===== src/rtl/bram_port_initiator_pkg.sv =====
// Shared definitions for the BRAM port initiator: data-path widths,
// the response-entry layout and small address helpers.
package bram_port_initiator_pkg;

    localparam int unsigned C_BRAM_DWIDTH = 32;
    localparam int unsigned C_BRAM_NUM_WE = 4;
    localparam int unsigned C_BRAM_RD_LAT = 1;

    // Response entry: {wr, err, data[0:31]}, 34 bits total.
    typedef struct packed {
        logic                       wr;
        logic                       err;
        logic [0:C_BRAM_DWIDTH-1]   data;
    } rsp_entry_t;

    localparam rsp_entry_t C_RSP_ENTRY_ZERO = '{wr: 1'b0, err: 1'b0, data: 32'h0000_0000};

    // True when the byte address falls inside the memory.
    function automatic logic addr_in_range(input logic [0:31] addr, input logic [0:31] limit);
        return (addr < limit);
    endfunction

    // Drop the byte-offset bits to form a word-aligned byte address.
    function automatic logic [0:31] word_align(input logic [0:31] addr);
        return {addr[0:29], 2'b00};
    endfunction

endpackage


===== src/rtl/bram_rsp_fifo.sv =====
// First-word-fall-through FIFO holding response entries. The head entry
// is presented combinationally from storage; an empty FIFO shows zeros.
module bram_rsp_fifo
    import bram_port_initiator_pkg::*;
#(
    parameter int unsigned DEPTH = 4
) (
    input  logic        clk_i,
    input  logic        rst_ni,
    input  logic        push_i,
    input  rsp_entry_t  push_data_i,
    input  logic        pop_i,
    output logic        valid_o,
    output rsp_entry_t  head_o
);

    localparam int unsigned PTR_W = (DEPTH > 1) ? $clog2(DEPTH) : 1;
    localparam int unsigned CNT_W = $clog2(DEPTH + 1);

    rsp_entry_t         mem_q [0:DEPTH-1];
    logic [PTR_W-1:0]   wr_ptr_q, wr_ptr_d;
    logic [PTR_W-1:0]   rd_ptr_q, rd_ptr_d;
    logic [CNT_W-1:0]   cnt_q, cnt_d;
    logic               do_push_s;
    logic               do_pop_s;

    // Pointer wrap that also works for non-power-of-two depths.
    function automatic logic [PTR_W-1:0] ptr_inc(input logic [PTR_W-1:0] p);
        if (p == PTR_W'(DEPTH - 1)) begin
            return '0;
        end else begin
            return p + PTR_W'(1);
        end
    endfunction

    assign do_push_s = push_i && (cnt_q != CNT_W'(DEPTH));
    assign do_pop_s  = pop_i && (cnt_q != CNT_W'(0));

    // Next-state for pointers and fill count.
    always_comb begin
        wr_ptr_d = wr_ptr_q;
        rd_ptr_d = rd_ptr_q;
        cnt_d    = cnt_q;
        if (do_push_s) begin
            wr_ptr_d = ptr_inc(wr_ptr_q);
        end else begin
            wr_ptr_d = wr_ptr_q;
        end
        if (do_pop_s) begin
            rd_ptr_d = ptr_inc(rd_ptr_q);
        end else begin
            rd_ptr_d = rd_ptr_q;
        end
        case ({do_push_s, do_pop_s})
            2'b10:   cnt_d = cnt_q + CNT_W'(1);
            2'b01:   cnt_d = cnt_q - CNT_W'(1);
            default: cnt_d = cnt_q;
        endcase
    end

    // Pointer and count registers.
    always_ff @(posedge clk_i or negedge rst_ni) begin
        if (!rst_ni) begin
            wr_ptr_q <= '0;
            rd_ptr_q <= '0;
            cnt_q    <= '0;
        end else begin
            wr_ptr_q <= wr_ptr_d;
            rd_ptr_q <= rd_ptr_d;
            cnt_q    <= cnt_d;
        end
    end

    // Entry storage; cleared on reset so no stale entry can resurface.
    always_ff @(posedge clk_i or negedge rst_ni) begin
        if (!rst_ni) begin
            for (int i = 0; i < int'(DEPTH); i++) begin
                mem_q[i] <= C_RSP_ENTRY_ZERO;
            end
        end else if (do_push_s) begin
            mem_q[wr_ptr_q] <= push_data_i;
        end
    end

    assign valid_o = (cnt_q != CNT_W'(0));
    assign head_o  = valid_o ? mem_q[rd_ptr_q] : C_RSP_ENTRY_ZERO;

endmodule


===== src/rtl/bram_port_initiator.sv =====
// Initiator for one 32-bit BRAM port: accepts word requests, drives the
// BRAM port from registers, captures read data one cycle later and
// returns ordered responses through a small FWFT FIFO. An occupancy
// counter covering both in-flight and queued responses throttles
// request acceptance so the FIFO can never overflow.
module bram_port_initiator
    import bram_port_initiator_pkg::*;
#(
    parameter int unsigned C_MEMSIZE   = 32'h0000_4000,
    parameter int unsigned C_RSP_DEPTH = 4
) (
    input  logic                        BRAM_Clk,
    input  logic                        BRAM_Rst_N,
    input  logic                        Req_Valid,
    output logic                        Req_Ready,
    input  logic                        Req_Wr,
    input  logic [0:31]                 Req_Addr,
    input  logic [0:C_BRAM_DWIDTH-1]    Req_Data,
    input  logic [0:C_BRAM_NUM_WE-1]    Req_BE,
    output logic                        Rsp_Valid,
    input  logic                        Rsp_Ready,
    output logic                        Rsp_Wr,
    output logic                        Rsp_Err,
    output logic [0:C_BRAM_DWIDTH-1]    Rsp_Data,
    output logic                        BRAM_Clk_O,
    output logic                        BRAM_Rst,
    output logic                        BRAM_EN,
    output logic [0:C_BRAM_NUM_WE-1]    BRAM_WEN,
    output logic [0:31]                 BRAM_Addr,
    output logic [0:C_BRAM_DWIDTH-1]    BRAM_Dout,
    input  logic [0:C_BRAM_DWIDTH-1]    BRAM_Din
);

    localparam int unsigned OCC_W = $clog2(C_RSP_DEPTH + 1);

    // Occupancy
    logic [OCC_W-1:0]           occ_q, occ_d;
    logic                       accept_s;
    logic                       rsp_hs_s;
    logic                       in_range_s;

    // Issue stage (drives the BRAM port)
    logic                       en_q, en_d;
    logic [0:C_BRAM_NUM_WE-1]   wen_q, wen_d;
    logic [0:31]                addr_q, addr_d;
    logic [0:C_BRAM_DWIDTH-1]   dout_q, dout_d;
    logic                       iss_vld_q, iss_vld_d;
    logic                       iss_wr_q, iss_wr_d;
    logic                       iss_err_q, iss_err_d;

    // Capture stage (BRAM read data valid this cycle)
    logic                       cap_vld_q, cap_vld_d;
    logic                       cap_wr_q, cap_wr_d;
    logic                       cap_err_q, cap_err_d;

    // Response FIFO
    rsp_entry_t                 push_entry_s;
    rsp_entry_t                 rsp_head_s;
    logic                       rsp_valid_s;

    // Ready is held low while reset is asserted; otherwise it depends only
    // on the registered occupancy, never on Req_Valid.
    assign Req_Ready  = BRAM_Rst_N && (occ_q < OCC_W'(C_RSP_DEPTH));
    assign accept_s   = Req_Valid && Req_Ready;
    assign rsp_hs_s   = rsp_valid_s && Rsp_Ready;
    assign in_range_s = addr_in_range(Req_Addr, 32'(C_MEMSIZE));

    // Occupancy next-state: +1 on accept, -1 on response handshake.
    always_comb begin
        occ_d = occ_q;
        case ({accept_s, rsp_hs_s})
            2'b10:   occ_d = occ_q + OCC_W'(1);
            2'b01:   occ_d = occ_q - OCC_W'(1);
            default: occ_d = occ_q;
        endcase
    end

    // Issue-stage next-state: strobes are single-cycle, address/data hold.
    always_comb begin
        en_d      = 1'b0;
        wen_d     = 4'b0000;
        addr_d    = addr_q;
        dout_d    = dout_q;
        iss_vld_d = 1'b0;
        iss_wr_d  = 1'b0;
        iss_err_d = 1'b0;
        if (accept_s) begin
            en_d      = in_range_s;
            wen_d     = (Req_Wr && in_range_s) ? Req_BE : 4'b0000;
            addr_d    = word_align(Req_Addr);
            dout_d    = Req_Data;
            iss_vld_d = 1'b1;
            iss_wr_d  = Req_Wr;
            iss_err_d = !in_range_s;
        end else begin
            en_d      = 1'b0;
            wen_d     = 4'b0000;
            iss_vld_d = 1'b0;
        end
    end

    // Capture-stage next-state: the request tag follows the BRAM access.
    always_comb begin
        cap_vld_d = iss_vld_q;
        cap_wr_d  = iss_wr_q;
        cap_err_d = iss_err_q;
    end

    // Entry pushed into the FIFO; only in-range reads carry BRAM data.
    always_comb begin
        push_entry_s      = C_RSP_ENTRY_ZERO;
        push_entry_s.wr   = cap_wr_q;
        push_entry_s.err  = cap_err_q;
        if (!cap_wr_q && !cap_err_q) begin
            push_entry_s.data = BRAM_Din;
        end else begin
            push_entry_s.data = 32'h0000_0000;
        end
    end

    // Occupancy, issue and capture registers.
    always_ff @(posedge BRAM_Clk or negedge BRAM_Rst_N) begin
        if (!BRAM_Rst_N) begin
            occ_q     <= '0;
            en_q      <= 1'b0;
            wen_q     <= 4'b0000;
            addr_q    <= 32'h0000_0000;
            dout_q    <= 32'h0000_0000;
            iss_vld_q <= 1'b0;
            iss_wr_q  <= 1'b0;
            iss_err_q <= 1'b0;
            cap_vld_q <= 1'b0;
            cap_wr_q  <= 1'b0;
            cap_err_q <= 1'b0;
        end else begin
            occ_q     <= occ_d;
            en_q      <= en_d;
            wen_q     <= wen_d;
            addr_q    <= addr_d;
            dout_q    <= dout_d;
            iss_vld_q <= iss_vld_d;
            iss_wr_q  <= iss_wr_d;
            iss_err_q <= iss_err_d;
            cap_vld_q <= cap_vld_d;
            cap_wr_q  <= cap_wr_d;
            cap_err_q <= cap_err_d;
        end
    end

    bram_rsp_fifo #(
        .DEPTH (C_RSP_DEPTH)
    ) u_rsp_fifo (
        .clk_i       (BRAM_Clk),
        .rst_ni      (BRAM_Rst_N),
        .push_i      (cap_vld_q),
        .push_data_i (push_entry_s),
        .pop_i       (rsp_hs_s),
        .valid_o     (rsp_valid_s),
        .head_o      (rsp_head_s)
    );

    assign Rsp_Valid  = rsp_valid_s;
    assign Rsp_Wr     = rsp_head_s.wr;
    assign Rsp_Err    = rsp_head_s.err;
    assign Rsp_Data   = rsp_head_s.data;

    assign BRAM_Clk_O = BRAM_Clk;
    assign BRAM_Rst   = !BRAM_Rst_N;
    assign BRAM_EN    = en_q;
    assign BRAM_WEN   = wen_q;
    assign BRAM_Addr  = addr_q;
    assign BRAM_Dout  = dout_q;

endmodule


===== config.mk =====
export PLATFORM = sky130hd
export DESIGN_NAME = bram_port_initiator
export DESIGN_NICKNAME = d
export VERILOG_FILES = /design/src/rtl/bram_port_initiator_pkg.sv /design/src/rtl/bram_rsp_fifo.sv /design/src/rtl/bram_port_initiator.sv
export SDC_FILE = /design/constraint.sdc
export NUM_CORES = 1
export LEC_CHECK = 0
export CAP_MARGIN = 40
export CORE_MARGIN = 1
export CORE_UTILIZATION = 52
export CTS_CLUSTER_SIZE = 8
export DETAILED_ROUTE_END_ITERATION = 8
export PLACE_DENSITY = 0.82
export SYNTH_ARGS = -nofsm -noshare
export SYNTH_HDL_FRONTEND = slang
export SYNTH_HIERARCHICAL = 1
export SYNTH_SLANG_ARGS = --single-unit
export TNS_END_PERCENT = 10

===== constraint.sdc =====
create_clock -name BRAM_Clk -period 2.7 [get_ports BRAM_Clk]
set_clock_uncertainty 0.05 [all_clocks]
set_input_delay 0.54 -clock BRAM_Clk [delete_from_list [all_inputs] [get_ports BRAM_Clk]]
set_output_delay 0.54 -clock BRAM_Clk [all_outputs]
set_load 0.01 [all_outputs]

==> results.toml, run 1 <==
[sta]
fin_crit_sh_pct = 103
period_needed_ns = 2.78
finalSetupViolations = 25
drv_slew = 0
finalHoldViolCount = 0
max_slew_margin_pct = 45.7
worst_slew_pin_slew_ns = 0.813
clock.fmax_mhz = 360
rsz0062_at_grt = "true"
setup_slack_ns = -0.0769
whs_ns = 0.295

[clock_tree]
worstSkewPairLatency_ns = 0.64
cts_tree = "done"
clkSlewWorstSetupHoldPaths_ns = 0.05

[pwr]
power_density_mw_per_mm2 = 1250
p_leak_nw = 6.13
ir_drop_v = 0.000793
power.total_mw = 17.3

[run_status]
status = "finished with violations"
violations = "setup timing"

[grt]
grt_pass1_vias = 7138
track_usage_pct = 25.5
overflow = 0
antenna_found_initial = 1
grt_max_degree = 106
grt_pass1_wl_um = 39400

[synth]
synth_cells = 624
yosysTopAreaCell = "dfrtp_1"
postSynthAreaPerCell_um2 = 16.3
ys_types = 30
synth_seq_area_share_pct = 53.7
yosys_warnings = 6
synth_seq_cells = 219
synth_area_mm2 = 0.0102
synth.area.top_cells = "dfrtp_1 54%, mux2_4 18%, mux2_2 8.5%"
synth_top_area_share_pct = 53.7

[route]
wl_met2_um = 12400
via_per_inst = 5.41
route.detailed.drc = 0
top_layer_used = "met4"
routed-wl-met3_um = 1610
dr.pass1.iters = 4
routed_wl_um = 24400
met1Wirelength_um = 9800
avgRoutedWirePerCell_um = 21.5
drt_iter0_markers = 254
ant_nets = 0
vias = 6138

[setup_path]
max_stage_delay_ns = 0.50
startpoint_type = "flip-flop"
cp_data_required_time_ns = 2.11
setup.worst_path.end_class = "output port"
cpMaxStageDelayCell = "mux4_2"
reg2reg_depth = 9
worstPathArrival_ns = 2.19
path_max_fanout = 7
worstSetupPathType = "reg -> out"
worstPathCellList = "buf_6 -> buf_12 -> buf_12 -> mux4_2 -> and2_4 -> buf_6"

[die]
die_w_um = 142
initial_utilization_pct = 53.8
num_io_pins = 212
core_area_mm2 = 0.0190
die_h_um = 142
fp-row-count = 50
die_area_mm2 = 0.0202

[placement]
postPlaceCellArea_mm2 = 0.0126
gp_congestion = 0.749
hpwl_um = 15400
port_buffers = 207

[cells_and_area]
final_util_pct = 72.7
area_growth_pct = 35.2
num-nets-final = 988
fill_cells = 1153
final_layout_size_suffix_gt1_share_pct = 44.2
fin_area_mm2 = 0.0138

[job]
max_cap_viol_count = 0

[hold_path]
hold_path_class = "reg -> reg"
min_path_cells = 0
-- power breakdown --
part           switching (mW)  leakage, nW  internal [mW]  total (mW)
clock network            1.35        0.424           2.21        3.56
registers               0.919         2.73           4.81        5.73
logic                    2.78         2.97           5.23        8.01
-- Yosys cell counts, drive strengths merged --
master,number
dfrtp,219
mux2,202
and2,69
mux4,34
buf,28
inv,10
nor2,10
clkbuf,9
ha,7
nand2,6
nand3,5
nor3,5
nor4,4
xor2,4
fa,2
mux2i,2
xnor2,2
conb,1
nand2b,1
nor2b,1
nor3b,1
o21a,1
or3,1
-- cell families after synthesis --
family / Yosys count / share of synthesized area (%)
multiplexers: 238 / 34.6
flip-flops: 219 / 53.7
AND/OR/NAND/NOR: 103 / 6.37
buffers and inverters: 47 / 3.40
adder cells (fa/ha/maj): 9 / 1.25
XOR/XNOR: 6 / 0.515
other: 1 / 0.0368
AO/OA/AOI/OAI: 1 / 0.0736
-- sequential cells by signal, summed over array words and instances (netlist names), 2 cells and up --
| register | count |
|---|---|
| BRAM_Addr | 30 |
| BRAM_Dout | 32 |
| BRAM_WEN | 4 |
| occ_q | 3 |
| u_rsp_fifo/cnt_q | 3 |
| u_rsp_fifo/mem_q | 136 |
| u_rsp_fifo/rd_ptr_q | 2 |
| u_rsp_fifo/wr_ptr_q | 2 |
-- layout by cell type (no fill, tap or decap), types with 3 or more instances in the layout --
cell type        synthesis  routed
nor2_4                   4       4
xor2_1                   4       4
mux2_4                 125     125
clkbuf_16                0      34
inv_1                    9       9
ha_1                     7       7
dfrtp_2                  0       3
and2_1                  69      43
buf_4                   11      20
buf_12                   2      13
buf_2                    3      10
and2_4                   0      26
clkdlybuf4s50_1          0     171
mux2_2                  77      77
nor2_1                   6       5
mux4_2                  34      34
nand3_1                  5       5
dfrtp_1                219     216
nand2_1                  5       5
nor4_1                   4       4
buf_6                   12      27
nor3_1                   5       5
buf_16                   0       3
-- repair_timing --
action                     4_1_cts  5_1_grt
setup endpoints to repair       35       33
pin swaps                       21        6
gates cloned                     2        0
hold endpoints to repair        22        0
buffers inserted                15        4
resized for setup              166       34
hold buffers                     2        0
-- area by class of cell --
class / count / area (µm²) / share of cell area, %
flip-flops and latches: 219 / 5480 / 39.8
multi-input cells: 359 / 4450 / 32.3
repair buffers: 249 / 2620 / 19.0
clock buffers: 36 / 865 / 6.27
well taps: 260 / 325 / 2.36
inverters: 10 / 40.0 / 0.290
clock inverters: 1 / 7.51 / 0.0545
diodes: 1 / 2.50 / 0.0182
-- per-stage QoR --
| stage | TNS [ns] | worst slack (ns) | cells |
|---|---|---|---|
| after floorplan | 0 | 0.285 | 625 |
| final | -0.871 | -0.0769 | 1135 |
| after detailed placement | 0 | 0.120 | 1074 |
| after CTS | -1.46 | -0.0883 | 1129 |
| after global routing | -2.57 | -0.141 | 1135 |
| after global placement | 0 | 0.109 | 1072 |
-- worst max-delay path, delay by kind of cell, from the launching register on --
kind          cells  cell delay, ns
buf+inv           4            0.48
simple gates      1            0.17
flops             1            0.39
mux               1            0.50
-- path summary, 6_finish.rpt --
kind / slack [ns] / end / startpoint
max: -0.08 / Rsp_Data[26] / u_rsp_fifo/rd_ptr_q[0]
min: 0.29 / cap_vld_q / cap_vld_d
max reg2reg: 0.26 / u_rsp_fifo/cnt_q[2] / u_rsp_fifo/cnt_q[0]
min reg2reg: 0.29 / cap_vld_q / cap_vld_d
max in group asynchronous: 0.89 / u_rsp_fifo/cnt_q[0] / BRAM_Rst_N
min in group asynchronous: 0.58 / BRAM_Dout[6] / BRAM_Rst_N
-- routing by layer --
layer  track usage [%]  vias up
li1                  -     2683
met1              31.1     3194
met2              44.0      221
met3              6.59       40
met4              8.72        0
met5                 0        -
(Power assumes the default switching activity.)
==> run 2, diff against run 1 <==
PLACE_DENSITY = 0.78   (was 0.82)
==> run 2 against run 1 <==
Effect of this change: the run still ends with setup timing left; via count shrank 2.0%; power shrank 2.2%; worst setup slack improved by 0.035 ns; register-to-register slack is essentially flat; die area is the same; count of clock-buffer cells in the layout is 2 higher; critical path depth down 1; critical path type unchanged; largest cell class unchanged.
==> results.toml, run 2 (same netlist as run 1, synthesis figures left out) <==
[run_status]
status = "finished with violations"
violations = "setup timing"

[route]
drt_iter0_markers = 225
dr.pass1.iters = 4
route.detailed.drc = 0
via_per_inst = 5.35
ant_nets = 0
vias = 6016
routed_wl_um = 23800
avgRoutedWirePerCell_um = 21.2

[die]
fp-row-count = 50
die_area_mm2 = 0.0202
num_io_pins = 212
initial_utilization_pct = 53.8
die_h_um = 142
core_area_mm2 = 0.0190
die_w_um = 142

[sta]
tns_ns = -0.270
period_needed_ns = 2.74
setup_slack_ns = -0.0423
clock.fmax_mhz = 365
rsz0062_at_grt = "true"
fin_crit_sh_pct = 102
drv_slew = 0
max_slew_margin_pct = 48.8
worst_slew_pin_slew_ns = 0.768
finalSetupViolations = 13
finalHoldViolCount = 0

[clock_tree]
cts_tree = "done"
clkSlewWorstSetupHoldPaths_ns = 0.05
worstSkewPairLatency_ns = 0.64

[cells_and_area]
mostFrequentLayoutCells = "217 x dfrtp_1, 171 x clkdlybuf4s50_1, 125 x mux2_4"
final_layout_size_suffix_gt1_share_pct = 42.5
num-nets-final = 977
largest_reg_flops = 136
fill_cells = 1223
final_util_pct = 71.7
regMostFlops = "u_rsp_fifo/mem_q"
regArea_mm2 = 0.00548
num_antenna_cells = 0
layout_commonest_cell = "dfrtp_1"
fin_area_mm2 = 0.0136
multiInputGateArea_mm2 = 0.00443
area_growth_pct = 33.4

[setup_path]
path_max_fanout = 5
setup.worst_path.end_class = "output port"
startpoint_type = "flip-flop"
cp_data_required_time_ns = 2.11
worstPathArrival_ns = 2.15
worstSetupPathType = "reg -> out"

[grt]
grt_pass1_vias = 7131
grt_max_degree = 136
met2_usage_pct = 42.3
top_usage_layer = "met2"
grt_pass1_wl_um = 39000
grt_use_met3_pct = 7.30
antenna_found_initial = 0
met1_usage_pct = 31.2
track_usage_pct = 24.9
overflow = 0

[placement]
hpwl_um = 15300
gp_congestion = 0.747
postPlaceCellArea_mm2 = 0.0126
port_buffers = 207

[pwr]
power_density_mw_per_mm2 = 1240
power.total_mw = 16.9
p_leak_nw = 6.04
ir_drop_v = 0.000714

[hold_path]
hold_path_class = "in -> async"

[job]
max_cap_viol_count = 0
[run 2: cell count changes in the layout (fill, tap and decap cells not counted), moves of 2 or more]
cell	delta
and2_4	-6
buf_2	+5
buf_4	-6
buf_16	-2
buf_12	-4
buf_6	-3
and2_1	+6
clkbuf_1	+2
[run 2: layout make-up]
type	count	area share, %
inverters	10	0.294
clock buffers	38	6.41
clock inverters	1	0.221
repair buffers	238	17.8
multi-input cells	359	32.5
flip-flops and latches	219	40.3
well taps	260	2.39
[run 2: metal layers]
| metal | share of wire [%] | up-vias |
|---|---|---|
| li1 | - | 2660 |
| met1 | 41 | 3124 |
| met5 | 0 | - |
| met4 | 1.8 | 0 |
| met2 | 50 | 199 |
| met3 | 7.4 | 33 |
[run 2: worst paths after layout]
check,endpoint,slack (ns),startpoint,cells past startpoint
min reg2reg,cap_wr_q,0.30,cap_wr_d,0
max reg2reg,u_rsp_fifo/cnt_q[2],0.25,u_rsp_fifo/cnt_q[1],10
min,u_rsp_fifo/mem_q[33],0.02,BRAM_Rst_N,2
min in group BRAM_Clk,cap_wr_q,0.30,cap_wr_d,0
max in group asynchronous,u_rsp_fifo/mem_q[53],1.78,BRAM_Rst_N,3
max,Rsp_Data[5],-0.04,u_rsp_fifo/rd_ptr_q[0],5
[run 2: where the power goes]
part,switching [mW],internal (mW)
combinational,2.69,4.85
clock,1.33,2.31
sequential,0.929,4.81
[run 2: worst max-delay path, stage by stage, from the launching register on]
cell	delay, ns
dfrtp_2	0.45
buf_12	0.14
buf_8	0.11
mux4_2	0.51
and2_4	0.18
buf_6	0.11
[run 2: through the flow]
step / instances / worst slack, ns / hold slack (ns)
final: 1125 / -0.0423 / 0.0219
after global routing: 1125 / -0.0826 / 0.0661
after CTS: 1127 / -0.0766 / 0.0432
after detailed placement: 1075 / 0.0747 / 0.286
after global placement: 1074 / 0.141 / 0.283
after floorplan: 625 / 0.285 / 0.194
[run 2: timing repair]
action	CTS	global route
endpoints found under the setup margin	35	33
buffers inserted	12	0
endpoints found under the hold margin	24	0
cloned	3	0
gates resized for setup	187	0
hold buffers	1	0
pin swaps	22	0
